[src/rtl/mcr_rom_arbiter_if.sv]
// rtl/mcr_rom_arbiter_if.sv - download, CPU fetch and ROM bus bundle for mcr_rom_arbiter
interface mcr_rom_arbiter_if #(
   parameter int AW = 16,
   parameter int DW = 8
);
   logic          dl_active;
   logic          dl_wr;
   logic [AW-1:0] dl_addr;
   logic [DW-1:0] dl_data;
   logic          cpu_req;
   logic [AW-1:0] cpu_addr;
   logic [DW-1:0] cpu_data;
   logic          cpu_ack;
   logic          snd_req;
   logic [13:0]   snd_addr;
   logic [DW-1:0] snd_data;
   logic          snd_ack;
   logic [AW-1:0] rom_addr;
   logic          rom_we;
   logic [DW-1:0] rom_d;
   logic [DW-1:0] rom_q;
   logic          busy;

   modport slave (
      input  dl_active, dl_wr, dl_addr, dl_data,
      input  cpu_req, cpu_addr, snd_req, snd_addr, rom_q,
      output cpu_data, cpu_ack, snd_data, snd_ack,
      output rom_addr, rom_we, rom_d, busy
   );

   modport master (
      output dl_active, dl_wr, dl_addr, dl_data,
      output cpu_req, cpu_addr, snd_req, snd_addr, rom_q,
      input  cpu_data, cpu_ack, snd_data, snd_ack,
      input  rom_addr, rom_we, rom_d, busy
   );
endinterface

[src/rtl/mcr_rom_arbiter.sv]
// rtl/mcr_rom_arbiter.sv - single-port ROM shared by HPS download, main Z80 and sound Z80
// Optional per-requester one-entry read cache: define MCR_ROM_ARB_CACHE_EN.
module mcr_rom_arbiter #(
   parameter int          AW       = 16,
   parameter int          DW       = 8,
   parameter int          RD_LAT   = 1,
   parameter logic [15:0] SND_BASE = 16'hC000
) (
   input logic                clk_sys,
   input logic                reset_n,
   mcr_rom_arbiter_if.slave   bus
);
   typedef enum logic [1:0] {IDLE, READ, DL} state_t;

   state_t        state, state_nxt;
   logic          rr_last;          // 1 = sound CPU was granted last
   logic          gnt_snd;
   logic [1:0]    lat_cnt;
   logic          gnt_snd_c;
   logic          any_req;
   logic          hit;
   logic          cap_cpu, cap_snd;
   logic [AW-1:0] snd_rom_addr;

   assign any_req      = bus.cpu_req | bus.snd_req;
   assign gnt_snd_c    = bus.snd_req & (~bus.cpu_req | ~rr_last);
   assign snd_rom_addr = AW'(SND_BASE) + AW'(bus.snd_addr);
   assign cap_cpu      = (state == READ) & ~bus.dl_active & (lat_cnt == 2'd1) & ~gnt_snd & bus.cpu_req;
   assign cap_snd      = (state == READ) & ~bus.dl_active & (lat_cnt == 2'd1) & gnt_snd & bus.snd_req;

`ifdef MCR_ROM_ARB_CACHE_EN
   logic          cpu_vld, snd_vld;
   logic [AW-1:0] cpu_tag;
   logic [13:0]   snd_tag;

   // Cached data is simply the last acked data register, so only tags are kept.
   assign hit = gnt_snd_c ? (snd_vld & (snd_tag == bus.snd_addr))
                          : (cpu_vld & (cpu_tag == bus.cpu_addr));

   always_ff @(posedge clk_sys or negedge reset_n) begin
      if (!reset_n) begin
         cpu_vld <= 1'b0;
         snd_vld <= 1'b0;
         cpu_tag <= '0;
         snd_tag <= '0;
      end else if (state != DL && state_nxt == DL) begin
         cpu_vld <= 1'b0;
         snd_vld <= 1'b0;
      end else begin
         if (cap_cpu) begin
            cpu_vld <= 1'b1;
            cpu_tag <= bus.cpu_addr;
         end
         if (cap_snd) begin
            snd_vld <= 1'b1;
            snd_tag <= bus.snd_addr;
         end
      end
   end
`else
   assign hit = 1'b0;
`endif

   always_ff @(posedge clk_sys or negedge reset_n) begin
      if (!reset_n) state <= IDLE;
      else          state <= state_nxt;
   end

   always_comb begin
      state_nxt = state;
      case (state)
         IDLE: if (bus.dl_active)          state_nxt = DL;
               else if (any_req && !hit)   state_nxt = READ;
         READ: if (bus.dl_active)          state_nxt = DL;
               else if (lat_cnt == 2'd1)   state_nxt = IDLE;
         DL:   if (!bus.dl_active)         state_nxt = IDLE;
         default:                          state_nxt = IDLE;
      endcase
   end

   always_comb begin
      bus.busy = (state != IDLE);
   end

   always_ff @(posedge clk_sys or negedge reset_n) begin
      if (!reset_n) begin
         bus.rom_addr <= '0;
         bus.rom_we   <= 1'b0;
         bus.rom_d    <= '0;
         bus.cpu_data <= '0;
         bus.cpu_ack  <= 1'b0;
         bus.snd_data <= '0;
         bus.snd_ack  <= 1'b0;
         rr_last      <= 1'b1;
         gnt_snd      <= 1'b0;
         lat_cnt      <= 2'd0;
      end else begin
         bus.cpu_ack <= 1'b0;
         bus.snd_ack <= 1'b0;
         bus.rom_we  <= 1'b0;
         if (bus.dl_active && bus.dl_wr) begin
            bus.rom_we   <= 1'b1;
            bus.rom_addr <= bus.dl_addr;
            bus.rom_d    <= bus.dl_data;
         end
         if (state == IDLE && !bus.dl_active && any_req) begin
            if (hit) begin
               bus.cpu_ack <= ~gnt_snd_c;
               bus.snd_ack <= gnt_snd_c;
            end else begin
               gnt_snd      <= gnt_snd_c;
               rr_last      <= gnt_snd_c;
               lat_cnt      <= 2'(RD_LAT);
               bus.rom_addr <= gnt_snd_c ? snd_rom_addr : bus.cpu_addr;
            end
         end
         if (state == READ && !bus.dl_active)
            lat_cnt <= lat_cnt - 2'd1;
         // A request withdrawn mid-access still runs to completion but leaves data untouched.
         if (cap_cpu) begin
            bus.cpu_data <= bus.rom_q;
            bus.cpu_ack  <= 1'b1;
         end
         if (cap_snd) begin
            bus.snd_data <= bus.rom_q;
            bus.snd_ack  <= 1'b1;
         end
      end
   end
endmodule

[src/flat_wrapper.sv]
// flat-port wrapper written by rule: the top's interface ports become plain ports
module mcr_rom_arbiter_flat 
#(
   parameter int          AW       = 16,
   parameter int          DW       = 8,
   parameter int          RD_LAT   = 1,
   parameter logic [15:0] SND_BASE = 16'hC000
)
  (clk_sys, reset_n, bus_dl_active, bus_dl_wr, bus_dl_addr, bus_dl_data, bus_cpu_req, bus_cpu_addr, bus_snd_req, bus_snd_addr, bus_rom_q, bus_cpu_data, bus_cpu_ack, bus_snd_data, bus_snd_ack, bus_rom_addr, bus_rom_we, bus_rom_d, bus_busy);
  mcr_rom_arbiter_if #(.AW(AW), .DW(DW)) bus_i ();
  input logic clk_sys;
  input logic reset_n;
  input wire logic [$bits(bus_i.dl_active)-1:0] bus_dl_active;
  input wire logic [$bits(bus_i.dl_wr)-1:0] bus_dl_wr;
  input wire logic [$bits(bus_i.dl_addr)-1:0] bus_dl_addr;
  input wire logic [$bits(bus_i.dl_data)-1:0] bus_dl_data;
  input wire logic [$bits(bus_i.cpu_req)-1:0] bus_cpu_req;
  input wire logic [$bits(bus_i.cpu_addr)-1:0] bus_cpu_addr;
  input wire logic [$bits(bus_i.snd_req)-1:0] bus_snd_req;
  input wire logic [$bits(bus_i.snd_addr)-1:0] bus_snd_addr;
  input wire logic [$bits(bus_i.rom_q)-1:0] bus_rom_q;
  output wire logic [$bits(bus_i.cpu_data)-1:0] bus_cpu_data;
  output wire logic [$bits(bus_i.cpu_ack)-1:0] bus_cpu_ack;
  output wire logic [$bits(bus_i.snd_data)-1:0] bus_snd_data;
  output wire logic [$bits(bus_i.snd_ack)-1:0] bus_snd_ack;
  output wire logic [$bits(bus_i.rom_addr)-1:0] bus_rom_addr;
  output wire logic [$bits(bus_i.rom_we)-1:0] bus_rom_we;
  output wire logic [$bits(bus_i.rom_d)-1:0] bus_rom_d;
  output wire logic [$bits(bus_i.busy)-1:0] bus_busy;
  assign bus_i.dl_active = bus_dl_active;
  assign bus_i.dl_wr = bus_dl_wr;
  assign bus_i.dl_addr = bus_dl_addr;
  assign bus_i.dl_data = bus_dl_data;
  assign bus_i.cpu_req = bus_cpu_req;
  assign bus_i.cpu_addr = bus_cpu_addr;
  assign bus_i.snd_req = bus_snd_req;
  assign bus_i.snd_addr = bus_snd_addr;
  assign bus_i.rom_q = bus_rom_q;
  assign bus_cpu_data = bus_i.cpu_data;
  assign bus_cpu_ack = bus_i.cpu_ack;
  assign bus_snd_data = bus_i.snd_data;
  assign bus_snd_ack = bus_i.snd_ack;
  assign bus_rom_addr = bus_i.rom_addr;
  assign bus_rom_we = bus_i.rom_we;
  assign bus_rom_d = bus_i.rom_d;
  assign bus_busy = bus_i.busy;
  mcr_rom_arbiter #(.AW(AW), .DW(DW), .RD_LAT(RD_LAT), .SND_BASE(SND_BASE)) u_core (.clk_sys(clk_sys), .reset_n(reset_n), .bus(bus_i));
endmodule
[config.mk]
export PLATFORM = sky130hd
export DESIGN_NAME = mcr_rom_arbiter_flat
export DESIGN_NICKNAME = d
export VERILOG_FILES = /design/src/rtl/mcr_rom_arbiter_if.sv /design/src/rtl/mcr_rom_arbiter.sv /design/src/flat_wrapper.sv
export SDC_FILE = /design/constraint.sdc
export NUM_CORES = 1
export LEC_CHECK = 0
export BUFFER_PORTS_ARGS = -buffer_cell sky130_fd_sc_hd__buf_2
export CELL_PAD_IN_SITES_DETAIL_PLACEMENT = 1
export CELL_PAD_IN_SITES_GLOBAL_PLACEMENT = 1
export CORE_UTILIZATION = 33
export DETAILED_ROUTE_END_ITERATION = 8
export HOLD_SLACK_MARGIN = 0.08
export PLACE_DENSITY_LB_ADDON = 0.1
export SLEW_MARGIN = 0
export SYNTH_ARGS = -nofsm -noshare
export SYNTH_HDL_FRONTEND = slang
export SYNTH_SLANG_ARGS = --single-unit
[constraint.sdc]
create_clock -name clk_sys -period 2.2 [get_ports clk_sys]
set_input_delay 0.11 -clock clk_sys [delete_from_list [all_inputs] [get_ports clk_sys]]
set_output_delay 0.11 -clock clk_sys [all_outputs]
set_load 0.1 [all_outputs]
==> flow_metrics.py <==
metrics = {
    "outcome": {
        "status": "finished, final reports clean",
    },
    "sta": {
        "finalHoldViolCount": 0,
        "skew_ps": 11.5,
        "tightest_slew_ps": 1120,
        "slew_violations": 0,
        "fmax_mhz": 582,
        "grt_setup_unrepaired": "false",
        "slew_headroom_pct": 25.0,
        "min_period_ps": 1720,
        "final_min_period_over_clock_period_pct": 78.1,
        "setup_viol": 0,
        "whs_ps": 90.2,
        "tns_ps": 0,
        "timing.final.ws_setup_ps": 482,
    },
    "setup_path": {
        "required_ps": 2420,
        "critPathTopFamily": "simple AND/OR/NAND/NOR gates",
        "crit_slowest_cell": "nor2b_1",
        "critPathLaunch": "u_core.rr_last$_DFFE_PN1P_",
        "crit_path_end_kind": "flip-flop",
        "rrSetupSlack_ps": 480,
        "worstPathArrival_ps": 1940,
        "crit_type": "reg2reg",
        "crit_path_cell_trace": "nor2b_1 -> nor4b_1 -> a211oi_1",
        "startpoint_type": "flip-flop",
        "timing.rr.start": "u_core.rr_last$_DFFE_PN1P_",
        "path_buf_inv": 0,
        "max_stage_delay_ps": 860,
        "critPathMaxFanout": 15,
    },
    "route": {
        "drt_wl_total_mm": 6.44,
        "dr.pass1.iters": 4,
        "num_vias": 2056,
        "ant_nets": 0,
        "drtIter0Drc": 37,
        "wire_per_inst_um": 15.6,
        "drcViolationCount": 0,
        "vias_per_cell": 4.98,
    },
    "flow_run": {
        "maxCapViolCount": 0,
    },
    "placement": {
        "dpl_cell_area_sq_um": 2820,
        "gp_congestion": 0.687,
        "place_ws_ps": 440,
        "portBuffers": 111,
        "dp_hpwl_mm": 4.25,
    },
    "synth": {
        "synth_top_area_share_pct": 54.9,
        "syn_area_sq_um": 2190,
        "ys_seq_elements": 49,
        "synth_edf_count": 0,
        "netlist_top_cells_area": "dfrtp_1 (55%), nand2_1 (9.3%), a32oi_1 (5.6%)",
        "synth.most_common_cell": "nand2_1",
        "seq_area_frac_synth_pct": 56.1,
        "synth_common_cells": "nand2_1 (54), dfrtp_1 (48), a32oi_1 (14), o32ai_1 (14)",
        "yosysUniqueCellTypes": 30,
        "async_reset_ff_share_pct": 100,
        "syn-num-nets": 258,
        "synth_flop_cell": "dfrtp_1",
        "yosysTopAreaCell": "dfrtp_1",
        "synth_area_per_cell_sq_um": 11.6,
        "syn_inst": 189,
        "yosys_warnings": 0,
    },
    "floorplanning": {
        "die-width_um": 83.5,
        "num_rows": 29,
        "core_area_sq_um": 6390,
        "pin_count": 112,
        "start_util_pct": 34.3,
        "die_height_um": 83.5,
        "die_area_sq_um": 6960,
    },
    "final_layout": {
        "n_antenna_cell": 0,
        "design_area_sq_um": 3250,
        "regArea_sq_um": 1230,
        "nets": 404,
        "multi_input_area_sq_um": 881,
        "fill_cells": 738,
        "layout-drive-gt1-share_pct": 44.6,
        "syn2layout_area_growth_pct": 48.3,
    },
    "min_path": {
        "hold_class": "in2reg",
        "hold_path_startpoint": "bus_dl_addr[7]",
    },
    "global_route": {
        "overflow": 0,
        "grt_pass1_vias": 2245,
        "grt_util_all_layers_pct": 19.6,
        "grt_max_degree": 50,
        "grt_pass1_wl_mm": 10.7,
        "antenna_found_initial": 0,
    },
    "clock_network": {
        "clock-sinks": 49,
        "cts_buffers": 5,
        "cts_htree_levels": 2,
        "tritoncts": "yes",
        "clk_latency_ps": 310,
        "cts_root_buf": "clkbuf_8",
        "clk_pin_slew_worst_paths_ps": 100,
        "clk_path_buf_depth": 2,
    },
    "pwr": {
        "ir_drop_uv": 794,
        "p_leak_nw": 1.66,
        "powerDensity_nw_per_um2": 1170,
    },
}
## kinds of logic (layout without fill, tap and decap cells)
kind of cell / count (synthesis) / count (layout) / share of synthesized area, %
and+or+nand+nor: 66 / 66 / 14.5
muxes: 18 / 18 / 10.5
AOI/OAI and AO/OA: 39 / 39 / 14.7
DFF: 49 / 49 / 56.1
adders and majority gates: 1 / 1 / 0.571
buffers and inverters: 16 / 163 / 3.71
## layout by cell type (no fill, tap or decap), types with 2 or more instances in the layout
master,n
nor2_1,4
o32ai_1,14
inv_1,5
nand2_1,54
a21oi_1,3
buf_4,6
dlygate4sd3_1,33
a32oi_1,14
mux2_4,8
clkbuf_8,5
dfrtp_1,48
mux2i_1,2
buf_2,111
mux2_2,8
## worst paths after layout
check                                                            to  depth (start not counted)
worst min register to register      u_core.bus.rom_d[3]$_DFFE_PN0P_                          2
worst min-delay path             u_core.bus.rom_addr[7]$_DFFE_PN0P_                          3
max in group asynchronous        u_core.bus.rom_addr[9]$_DFFE_PN0P_                          3
worst max register to register  u_core.bus.rom_addr[14]$_DFFE_PN0P_                          3
worst max-delay path            u_core.bus.rom_addr[14]$_DFFE_PN0P_                          3
min in group asynchronous           u_core.bus.rom_d[5]$_DFFE_PN0P_                          3
## what timing repair did
| item | 4_1_cts | 5_1_grt |
|---|---|---|
| gates resized for setup | 0 | 0 |
| setup buffers | 0 | 0 |
| hold endpoints to repair | 88 | 0 |
| hold buffers | 33 | 0 |
## stage by stage
step	power (mW)	instances	utilization (%)
CTS	3.82	413	50.9
detailed placement	3.21	372	44.2
global placement	3.19	372	44.2
floorplan	2.84	189	-
finish	3.79	413	50.9
global route	3.94	413	50.9
## worst reg2reg max path: stages, from the launching register on
cell and delay (ps):
dfstp_2 400, nor2b_1 860, nor4b_1 120, a211oi_1 260
## routing by layer
| metal | share of wire [%] | track usage, % | vias up |
|---|---|---|---|
| met2 | 50 | 35.2 | 74 |
| met1 | 43 | 23.0 | 992 |
| li1 | - | - | 976 |
| met5 | 0 | 0 | - |
| met3 | 4.4 | 3.26 | 14 |
| met4 | 2.2 | 8.32 | 0 |
## flip-flops by register name (all words and copies together), names as in the netlist, 2 cells and up
signal,cells
u_core.bus.cpu_data,8
u_core.bus.snd_data,8
u_core.lat_cnt,2
u_core.bus.rom_d,8
u_core.bus.rom_addr,16
u_core.state,2
## report_power, final
group	internal, mW	total (mW)	switching [mW]
Clock	0.230	0.560	0.330
Combinational	0.402	2.02	1.61
Sequential	1.10	1.21	0.112
## layout make-up
class / count / share of cell area (%)
clock inverters: 3 / 0.770
multi-input cells: 124 / 27.1
clock buffers: 5 / 2.12
flip-flops and latches: 49 / 37.8
inverters: 5 / 0.578
well taps: 77 / 2.97
repair buffers: 150 / 28.7
Note: power is estimated with default switching activity, not from simulation.
